<file path="config.mk">
export PLATFORM = sky130hd
export DESIGN_NAME = rv32_mem_arbiter
export DESIGN_NICKNAME = d
export VERILOG_FILES = /design/src/rtl/rv32_mem_arbiter.sv
export SDC_FILE = /design/constraint.sdc
export NUM_CORES = 1
export LEC_CHECK = 0
export ABC_AREA = 1
export CAP_MARGIN = 20
export CORE_MARGIN = 4
export CORE_UTILIZATION = 45
export DETAILED_ROUTE_END_ITERATION = 6
export DONT_BUFFER_PORTS = 1
export MAX_ROUTING_LAYER = met4
export PLACE_DENSITY = 0.71
export SLEW_MARGIN = 20
export SYNTH_ARGS = -nofsm -noshare
export SYNTH_HDL_FRONTEND = slang
export SYNTH_SLANG_ARGS = --single-unit
</file>
<file path="constraint.sdc">
create_clock -name clk -period 1.5 [get_ports clk]
set_input_delay 0.3 -clock clk [delete_from_list [all_inputs] [get_ports clk]]
set_output_delay 0.3 -clock clk [all_outputs]
set_load 0.01 [all_outputs]
</file>
<file path="src/rtl/rv32_mem_arbiter.sv">
// rv32_mem_arbiter: shares one RV32I memory port between instruction fetch and the LSU,
// round-robin on conflict, one outstanding transaction, registered responses.
module rv32_mem_arbiter #(
    parameter int ADDR_W = 32,
    parameter int DATA_W = 32
) (
    input  logic                clk,
    input  logic                rst_n,
    input  logic                if_req_valid,
    output logic                if_req_ready,
    input  logic [ADDR_W-1:0]   if_req_addr,
    output logic                if_rsp_valid,
    output logic [DATA_W-1:0]   if_rsp_rdata,
    input  logic                lsu_req_valid,
    output logic                lsu_req_ready,
    input  logic [ADDR_W-1:0]   lsu_req_addr,
    input  logic                lsu_req_we,
    input  logic [DATA_W/8-1:0] lsu_req_be,
    input  logic [DATA_W-1:0]   lsu_req_wdata,
    output logic                lsu_rsp_valid,
    output logic [DATA_W-1:0]   lsu_rsp_rdata,
    output logic                mem_req_valid,
    input  logic                mem_req_ready,
    output logic [ADDR_W-1:0]   mem_addr,
    output logic                mem_we,
    output logic [DATA_W/8-1:0] mem_be,
    output logic [DATA_W-1:0]   mem_wdata,
    input  logic                mem_rsp_valid,
    input  logic [DATA_W-1:0]   mem_rsp_rdata,
    output logic                busy
);
    typedef enum logic [1:0] {IDLE, REQ, WAIT} state_t;

    state_t              state_q, state_d;
    logic                last_lsu_q, last_lsu_d;
    logic                owner_lsu_q, owner_lsu_d;
    logic [ADDR_W-1:0]   addr_q, addr_d;
    logic                we_q, we_d;
    logic [DATA_W/8-1:0] be_q, be_d;
    logic [DATA_W-1:0]   wdata_q, wdata_d;
    logic [DATA_W-1:0]   if_rdata_q, if_rdata_d;
    logic [DATA_W-1:0]   lsu_rdata_q, lsu_rdata_d;
    logic                if_rsp_valid_q, if_rsp_valid_d;
    logic                lsu_rsp_valid_q, lsu_rsp_valid_d;
    logic                idle;
    logic                grant_lsu;

    // On conflict the LSU wins unless it won the previous acceptance.
    assign idle          = rst_n && (state_q == IDLE);
    assign grant_lsu     = lsu_req_valid && (!if_req_valid || !last_lsu_q);
    assign if_req_ready  = idle && if_req_valid && !grant_lsu;
    assign lsu_req_ready = idle && grant_lsu;

    assign mem_req_valid = (state_q == REQ);
    assign mem_addr      = addr_q;
    assign mem_we        = we_q;
    assign mem_be        = be_q;
    assign mem_wdata     = wdata_q;
    assign if_rsp_valid  = if_rsp_valid_q;
    assign if_rsp_rdata  = if_rdata_q;
    assign lsu_rsp_valid = lsu_rsp_valid_q;
    assign lsu_rsp_rdata = lsu_rdata_q;
    assign busy          = (state_q != IDLE);

    always_comb begin
        state_d         = state_q;
        last_lsu_d      = last_lsu_q;
        owner_lsu_d     = owner_lsu_q;
        addr_d          = addr_q;
        we_d            = we_q;
        be_d            = be_q;
        wdata_d         = wdata_q;
        if_rdata_d      = if_rdata_q;
        lsu_rdata_d     = lsu_rdata_q;
        if_rsp_valid_d  = 1'b0;
        lsu_rsp_valid_d = 1'b0;
        case (state_q)
            IDLE: begin
                if (if_req_ready || lsu_req_ready) begin
                    state_d     = REQ;
                    last_lsu_d  = lsu_req_ready;
                    owner_lsu_d = lsu_req_ready;
                    addr_d      = lsu_req_ready ? lsu_req_addr : if_req_addr;
                    we_d        = lsu_req_ready && lsu_req_we;
                    be_d        = lsu_req_ready ? lsu_req_be : '1;
                    wdata_d     = lsu_req_ready ? lsu_req_wdata : '0;
                end
            end
            REQ: begin
                if (mem_req_ready) state_d = WAIT;
            end
            WAIT: begin
                if (mem_rsp_valid) begin
                    state_d = IDLE;
                    if (owner_lsu_q) begin
                        lsu_rsp_valid_d = 1'b1;
                        lsu_rdata_d     = mem_rsp_rdata;
                    end else begin
                        if_rsp_valid_d = 1'b1;
                        if_rdata_d     = mem_rsp_rdata;
                    end
                end
            end
            default: state_d = IDLE;
        endcase
    end

    always_ff @(posedge clk or negedge rst_n) begin
        if (!rst_n) begin
            state_q         <= IDLE;
            last_lsu_q      <= 1'b0;
            owner_lsu_q     <= 1'b0;
            addr_q          <= '0;
            we_q            <= 1'b0;
            be_q            <= '0;
            wdata_q         <= '0;
            if_rdata_q      <= '0;
            lsu_rdata_q     <= '0;
            if_rsp_valid_q  <= 1'b0;
            lsu_rsp_valid_q <= 1'b0;
        end else begin
            state_q         <= state_d;
            last_lsu_q      <= last_lsu_d;
            owner_lsu_q     <= owner_lsu_d;
            addr_q          <= addr_d;
            we_q            <= we_d;
            be_q            <= be_d;
            wdata_q         <= wdata_d;
            if_rdata_q      <= if_rdata_d;
            lsu_rdata_q     <= lsu_rdata_d;
            if_rsp_valid_q  <= if_rsp_valid_d;
            lsu_rsp_valid_q <= lsu_rsp_valid_d;
        end
    end
endmodule

</file>
After elaboration in Yosys (flattened, before gate mapping)
Index checks and enable logic that the tools add are counted.
{"block": "op_classes", "n_eq_ne": 5, "muxes": 13, "bitwise": 1, "reduce_logical": 17}
{"operator": "$mux 32", "count": 2}
{"operator": "$reduce_and 3->1", "count": 3}
{"operator": "$logic_and 1x1->1", "count": 6}
{"operator": "$mux 1", "count": 6}
{"operator": "$mux 2", "count": 3}
{"operator": "$pmux 2 s3", "count": 1}
{"operator": "$mux 4", "count": 1}
{"operator": "$ne 2x1->1 const B", "count": 2}
{"operator": "$logic_not 1->1", "count": 3}
{"operator": "$eq 2x1->1 const B", "count": 1}
{"operator": "$eq 2x2->1 const B", "count": 1}
{"operator": "$logic_not 2->1", "count": 1}
{"operator": "$logic_or 1x1->1", "count": 2}
{"operator": "$ne 2x2->1 const B", "count": 1}
{"operator": "$reduce_and 2->1", "count": 1}
{"operator": "$reduce_bool 2->1", "count": 1}
{"operator": "$not 1->1", "count": 1}
{"block": "totals", "reg_bits": 138, "inputBits": 139, "out_inout_bits": 139, "elab_cells": 46}

Depth between registers and ports, before layout
Gate-level depths: netlist (run 1).
{"block": "logic_depth", "depth_word": 8, "depth_mapped": 8, "mapped_depth_nobuf": 7}

Least setup slack after synthesis (run 1)
OpenSTA, ideal clock, no wires.
{"block": "synth_path", "path_type": "reg-to-output", "startpoint": "register state_q[0]", "endpoint": "output port if_req_ready", "arrival_ns": 1.136, "t_required_ns": 1.200, "path_slack_ns": 0.064, "stages_incl_launch_ff": 5, "n_path_buf": 1, "path_cell_list": "dfrtp_1 nor2_1 nand2_2 buf_1 nor3_1"}
{"block": "synth_between", "elab_chain_len": 4}
{"item": "start: declaration", "line": "34", "rtl": "state_t state_q, state_d;"}
{"item": "start signal: assignment", "line": "122", "rtl": "state_q <= state_d;"}
{"item": "$logic_not 2->1", "line": "49", "rtl": "assign idle = rst_n && (state_q == IDLE);"}
{"item": "$logic_and 1x1->1", "line": "49"}
{"item": "$logic_and 1x1->1 (2 in series)", "line": "51", "rtl": "assign if_req_ready = idle && if_req_valid && !grant_lsu;"}
{"item": "end: declaration", "line": "10", "rtl": "output logic if_req_ready,"}
No other way between the ends.

Final worst setup path (run 1)
{"block": "layout_path", "startpoint": "register state_q[1]", "endpoint": "output port if_req_ready"}
The elaborated chain is that of the path after synthesis.

==> results by group, run 1 <==
Outcome
  – Status: complete, but fails checks
  – Failing checks: hold timing, setup timing

Place
  – Cell Area, Placed: 0.00608 sq mm
  – RePlAce Congestion: approximately 0.86
  – Post-DP HPWL: 10900 um
  – Port Buffers: 0
  – DP Worst Slack: 0.0197 ns

Power and ir drop
  – LEAKAGE: 0.00400 uW
  – Sw Ratio: 0.391
  – Max IR drop VDD: roughly 0.0010 V
  – Cell-internal power: about 9800 uW
  – Comb power frac: 0.266
  – NetSw: 6290 uW
  – Seq pwr share: 0.493
  – Clock share of power: 0.240
  – Pwr/cell area: 2120 mW/mm^2

Worst setup path
  – Setup CP Type: register to output pin
  – Worst setup SP type: register
  – Crit path capture type: output pin
  – Required time of the critical path: 1.20 ns
  – Critical Path Source: state_q[1]
  – Crit Reg-Reg Startpoint: state_q[1]
  – Critical path fanouts, max: 4
  – Arr. time, crit path: 1.38 ns

Finish
  – Layout cell share with drive strength beyond 1: 0.227
  – Fin nets: 871
  – Area Overhead vs Synth: 29.6%
  – Fill cell count: 1068
  – Final instance area: 0.00761 sq mm
  – Sequential Area: 0.00345 sq mm
  – Multi-input gate area: around 0.0023 sq mm
  – ANT cells: 0

Detailed routing
  – WL per Instance: 19.7 um
  – Vias per inst: 5.33
  – DRC viols: 0
  – Initial DRC count: 431
  – 1st-pass router iterations: 4
  – WL met3: 1500 um
  – Remaining antenna violation count: 0
  – Post-Route WL: between 15000 and 20000 um
  – Top Metal Used: met4
  – Vias: 4880
  – DRT met1 WL: between 6000 and 7000 um
  – Met2 routed WL: 9340 um

Synth
  – Synthesized area per cell: around 8.4 sq um
  – Post-Synth XOR/XNOR Area: 0
  – Biggest area consumer among synthesized cells: dfrtp_1
  – Synthesized flop and latch total: 138
  – Simple-Gate Fraction of Synth Area: 0.234
  – Largest family of logic cells by synthesized area: simple AND/OR/NAND/NOR gates
  – Yosys top cell area share: 0.588
  – YS warnings: 0
  – Post-synthesis cell count: about 700
  – Compound-gate portion of the synthesized area: 0.0850
  – Syn_nets: between 800 and 900
  – Cell Area, Synth: 0.00587 sq mm
  – Register area share after synthesis: 0.588
  – Adder-cell share of the synthesized area: 0
  – Synth top area cells: dfrtp_1, nand2_1, inv_1, o21ai_0, nand3_1
  – Post-synth cell types: 20
  – Mux cell area share after synthesis: 0

Timing
  – Final Hold Viols: 138
  – Slew HR: 0.796
  – Worst setup margin: -0.176 ns
  – Clock skew: 0.00924 ns
  – Worst-margin pin slew: 0.305 ns
  – Min cycle time layout: 1.68 ns
  – Fmax: between 500 and 600 MHz
  – Final setup viols: 132
  – Final worst path period share: 1.12
  – Max Slew Vio Count: 0
  – Min Hold Slack: -0.416 ns
  – RSZ-0062 raised after global routing: yes

CTS
  – Bufs on Longest Clock Path: 2
  – Clock transition at path regs: 0.06 ns
  – Skew-Pair Late Insertion Delay: 0.41 ns
  – H-tree depth: 4
  – Clk Tree Root Cell: clkbuf_16
  – CTS tree: yes
  – Clock sink total: between 100 and 150
  – Num CTS Buffers: 17

GRT
  – Vias in the first global route: between 4k and 5k
  – First-pass GRT wire length: around 24000 um
  – Initial antenna violation count: 0
  – Total track usage: 0.209
  – Largest net degree at the start of global routing: between 100 and 150
  – Gr ovfl total: 0

Flow run
  – Max Cap Viol: 0

Floorplan
  – Core ar.: 0.0127 sq mm
  – Initial core utilization: 0.461
  – Die area: roughly 0.015 sq mm
  – Die outline width: ~120 um
  – # IOs: 278
  – Core Rows: between 40 and 50
  – Die Span Y: 122 um

Min path
  – HP Class: primary input to asynchronous set/reset pin
[layer usage]
metal | global-route usage | up-vias
met5 | - | -
met4 | 0.0798 | 0
met3 | 0.0668 | 42
met2 | 0.348 | 251
met1 | 0.237 | 2388
li1 | - | 2199
[timing repair]
action | 4_1_cts | 5_1_grt
pin swaps | 7 | 3
endpoints found under the setup margin | 4 | 139
endpoints found under the hold margin | 145 | 140
cloned | 0 | 15
hold buffers | 7 | 2
setup buffers | 9 | 2
gates resized for setup | 15 | 160
[worst max-delay path, stage by stage (launching register included)]
cell,delay (ns)
dfrtp_1,0.40
nor2_1,0.15
nand2_2,0.13
nor3_2,0.13
buf_4,0.15
[metrics by stage]
step	total power, uW	hold WS, ns	TNS [ns]	util	instances
final	16100	-0.416	-10.02	0.598	915
after global routing	17000	-0.443	-19.72	0.598	915
after CTS	14900	-0.433	-1.05	0.536	897
after detailed placement	10700	0.00714	0	0.478	851
after global placement	10500	0.00728	0	0.478	851
after floorplan	9490	0.00441	0	-	698
[layout by cell type, fill, tap and decap left out, drive strengths merged]
cell type    instances
o31ai                2
nand2              297
o21bai              20
clkinvlp             1
inv                 86
nor3                 1
a21oi                1
o21ai               65
clkinv               3
buf                 35
dfrtp              138
clkbuf              33
bufinv               1
dlygate4sd3          9
nand3               34
nor2                17
[area by class of cell]
cell class / count / area share
repair buffers: 53 / 0.0962
inverters: 85 / 0.0429
clock buffers: 24 / 0.0633
multi-input cells: 437 / 0.307
flip-flops and latches: 138 / 0.454
well taps: 172 / 0.0283
clock inverters: 6 / 0.00855
[final timing paths]
| kind | to | slack (ns) | cells past startpoint |
|---|---|---|---|
| min in group clk | mem_wdata[29] | 0.01 | 2 |
| max in group asynchronous | lsu_rsp_rdata[16] | 1.73 | 0 |
| worst min-delay path | mem_addr[15] | -0.42 | 0 |
| worst max register to register | lsu_rsp_rdata[23] | -0.12 | 9 |
| worst max-delay path | if_req_ready | -0.18 | 4 |
| worst min register to register | mem_wdata[20] | 0.54 | 2 |
[kinds of logic (layout without fill, tap and decap cells)]
| group | after synthesis | count (layout) |
|---|---|---|
| buf+inv | 123 | 168 |
| simple gates | 349 | 349 |
| compound gates | 88 | 88 |
| flops | 138 | 138 |
[registers in the layout, summed over array words and instances (netlist names)]
signal and cells:
owner_lsu_q 1, mem_be 4, lsu_rsp_rdata 32, if_rsp_rdata 32, if_rsp_valid 1, mem_addr 32
mem_we 1, lsu_rsp_valid 1, mem_wdata 32, state_q 2
[synthesized netlist by cell type, drive strengths merged]
| master | instances |
|---|---|
| nand2 | 297 |
| inv | 85 |
| o21bai | 20 |
| clkbuf | 5 |
| nand3 | 34 |
| o31ai | 2 |
| nor3 | 1 |
| dfrtp | 138 |
| a21oi | 1 |
| o21ai | 65 |
| nor2 | 17 |
| buf | 33 |
[power by group through the flow]
stage | combinational (uW) | clock [uW] | sequential, uW
finish | 4290 | 3870 | 7940
global route | 4760 | 4140 | 8090
CTS | 3250 | 3930 | 7690
detailed placement | 3010 | 0 | 7710
global placement | 2800 | 0 | 7660
floorplan | 2330 | 0 | 7160
(Power assumes the default switching activity.)
==> run 2, diff against run 1 <==
--- a/config.mk
+++ b/config.mk
@@ -13,6 +13,7 @@
 export DONT_BUFFER_PORTS = 1
 export MAX_ROUTING_LAYER = met4
 export PLACE_DENSITY = 0.71
+export SKIP_LAST_GASP = 1
 export SLEW_MARGIN = 20
 export SYNTH_ARGS = -nofsm -noshare
 export SYNTH_HDL_FRONTEND = slang
==> constraint.sdc (replaced) <==
create_clock -name clk -period 1.86 [get_ports clk]
set_input_delay 0.372 -clock clk [delete_from_list [all_inputs] [get_ports clk]]
set_output_delay 0.372 -clock clk [all_outputs]
set_load 0.01 [all_outputs]
==> results by group, run 2 (synthesis results as in run 1) <==
Detailed routing
  – Remaining antenna violation count: 0 (unchanged)
  – DRC viols: 0 (unchanged)
  – 1st-pass router iterations: 4 (unchanged)
  – WL per Instance: 17.4 um (-11%)
  – Initial DRC count: 381 (-12%)
  – Vias per inst: 5.14 (-3.7%)
  – Post-Route WL: 15500 um (-14%)
  – Vias: 4551 (-6.7%)

CTS
  – Clock transition at path regs: 0.06 ns (about the same)
  – CTS tree: yes
  – Num CTS Buffers: 17 (unchanged)
  – Skew-Pair Late Insertion Delay: 0.41 ns (about the same)
  – Clock sink total: 138 (unchanged)
  – H-tree depth: 4 (unchanged)
  – Clk Tree Root Cell: clkbuf_16
  – Bufs on Longest Clock Path: 2 (unchanged)

Floorplan
  – Core ar.: 0.0127 sq mm (unchanged)
  – Die area: 0.0149 sq mm (unchanged)
  – Core Rows: 41 (unchanged)
  – Initial core utilization: 0.461 (unchanged)
  – Die Span Y: 122 um (unchanged)
  – # IOs: 278 (unchanged)
  – Die outline width: 122 um (unchanged)

Timing
  – Max Slew Vio Count: 0 (unchanged)
  – RSZ-0062 raised after global routing: no
  – Final setup viols: 0 (-100%)
  – Min Hold Slack: -0.346 ns (+0.0693 ns)
  – Final Hold Viols: 138 (unchanged)
  – Slew HR: 0.706 (-0.0902)
  – Fmax: 561 MHz
  – Clock skew: 0.00412 ns (-0.00512 ns)
  – Final worst path period share: 0.959
  – Worst-margin pin slew: 0.441 ns (+0.136 ns)
  – Worst setup margin: 0.0768 ns (+0.253 ns)
  – Min cycle time layout: ~1.8 ns

GRT
  – Initial antenna violation count: 0 (unchanged)
  – First-pass GRT wire length: 23900 um (+0.87%)
  – Total track usage: 0.214 (+0.00462)
  – Largest net degree at the start of global routing: 141 (unchanged)
  – Gr ovfl total: 0 (unchanged)
  – Vias in the first global route: 4631 (+0.35%)

Finish
  – Most common cell after layout, fill and taps aside: nand2_1
  – Most frequent cells in the layout: nand2_1, dfrtp_1, inv_1, o21ai_0, nand3_1
  – Sequential Area: 0.00346 sq mm (about the same)
  – Fill cell count: 1190 (+11%)
  – Fin nets: 840 (-3.6%)
  – Final instance count without filler cells: 886 (-3.2%)
  – ANT cells: 0 (unchanged)
  – Area Overhead vs Synth: 14.5%
  – Multi-input gate area: 0.00191 sq mm (-18%)
  – Layout cell share with drive strength beyond 1: 0.0952 (-0.132)

Worst setup path
  – Crit path capture type: output pin
  – Worst setup SP type: register
  – Required time of the critical path: 1.49 ns (+0.29 ns)
  – Setup CP Type: register to output pin
  – Crit Reg-Reg Startpoint: state_q[1]
  – Critical Path Source: owner_lsu_q
  – Arr. time, crit path: 1.41 ns (+0.03 ns)
  – Critical path fanouts, max: 5 (+1)

Flow run
  – Max Cap Viol: 0 (unchanged)

Power and ir drop
  – LEAKAGE: 0.00367 uW (-8.4%)
  – Pwr/cell area: 1740 mW/mm^2 (-18%)
  – Max IR drop VDD: 0.000633 V (-37%)

Outcome
  – Failing checks: hold timing
  – Status: complete, but fails checks

Place
  – DP Cell Count: 845 (-0.71%)
  – Post-DP HPWL: 10700 um (-1.6%)
  – DP Worst Slack: 0.256 ns (+0.236 ns)
  – Port Buffers: 0 (unchanged)
  – RePlAce Congestion: 0.860 (+0.41%)

Min path
  – HP Class: primary input to asynchronous set/reset pin
## run 2: metrics by stage
| step | hold WS [ns] | power (uW) | utilization | setup TNS (ns) | instance area, sq um |
|---|---|---|---|---|---|
| finish | -0.346 | 11700 | 0.528 | 0 | 6720 |
| global route | -0.376 | 12500 | 0.528 | 0 | 6720 |
| CTS | -0.369 | 11800 | 0.524 | -0.0191 | 6670 |
| detailed placement | 0.0793 | 8510 | 0.473 | 0 | 6020 |
| global placement | 0.0794 | 8310 | 0.473 | 0 | 6020 |
| floorplan | 0.0764 | 7650 | - | 0 | 5870 |
## run 2: worst paths after layout
path	slack [ns]	end	cells past startpoint
setup / recovery	0.08	if_req_ready	5
hold / removal	-0.35	mem_addr[19]	0
setup reg to reg	0.22	lsu_rsp_rdata[5]	7
max in group asynchronous	1.96	if_rsp_rdata[17]	0
min in group clk	0.05	state_q[1]	1
hold reg to reg	0.53	state_q[1]	1
## run 2: worst max-delay path, stage by stage, from the launching register on
cell and delay (ns):
dfrtp_1 0.39, nand2_1 0.12, nand2_4 0.11, inv_1 0.11, nor3_2 0.12, buf_4 0.15
## run 2: area by class of cell
| type | instances | share of cell area |
|---|---|---|
| Clock buffer | 20 | 0.0680 |
| Clock inverter | 12 | 0.0138 |
| Timing Repair Buffer | 22 | 0.0395 |
| Inverter | 85 | 0.0475 |
| Multi-Input combinational cell | 437 | 0.285 |
| Tap cell | 172 | 0.0320 |
| Sequential cell | 138 | 0.514 |
## run 2: timing repair
item | 4_1_cts | 5_1_grt
buffers inserted | 3 | 4
resized for setup | 3 | 5
gates cloned | 2 | 0
endpoints found under the hold margin | 138 | 138
setup endpoints to repair | 2 | 2
pin swaps | 2 | 3
## run 2: report_power, final
group | leakage, uW | switching, uW | internal, uW
combinational | 0.00166 | 1470 | 982
sequential | 0.00174 | 1790 | 4390
clock | 0.000265 | 1300 | 1790
## run 2: layer usage
layer  routed length [um]  track usage
met4                  478        0.100
met1                 5700        0.236
met3                 1350       0.0737
met2                 7930        0.349
met5                    0            -
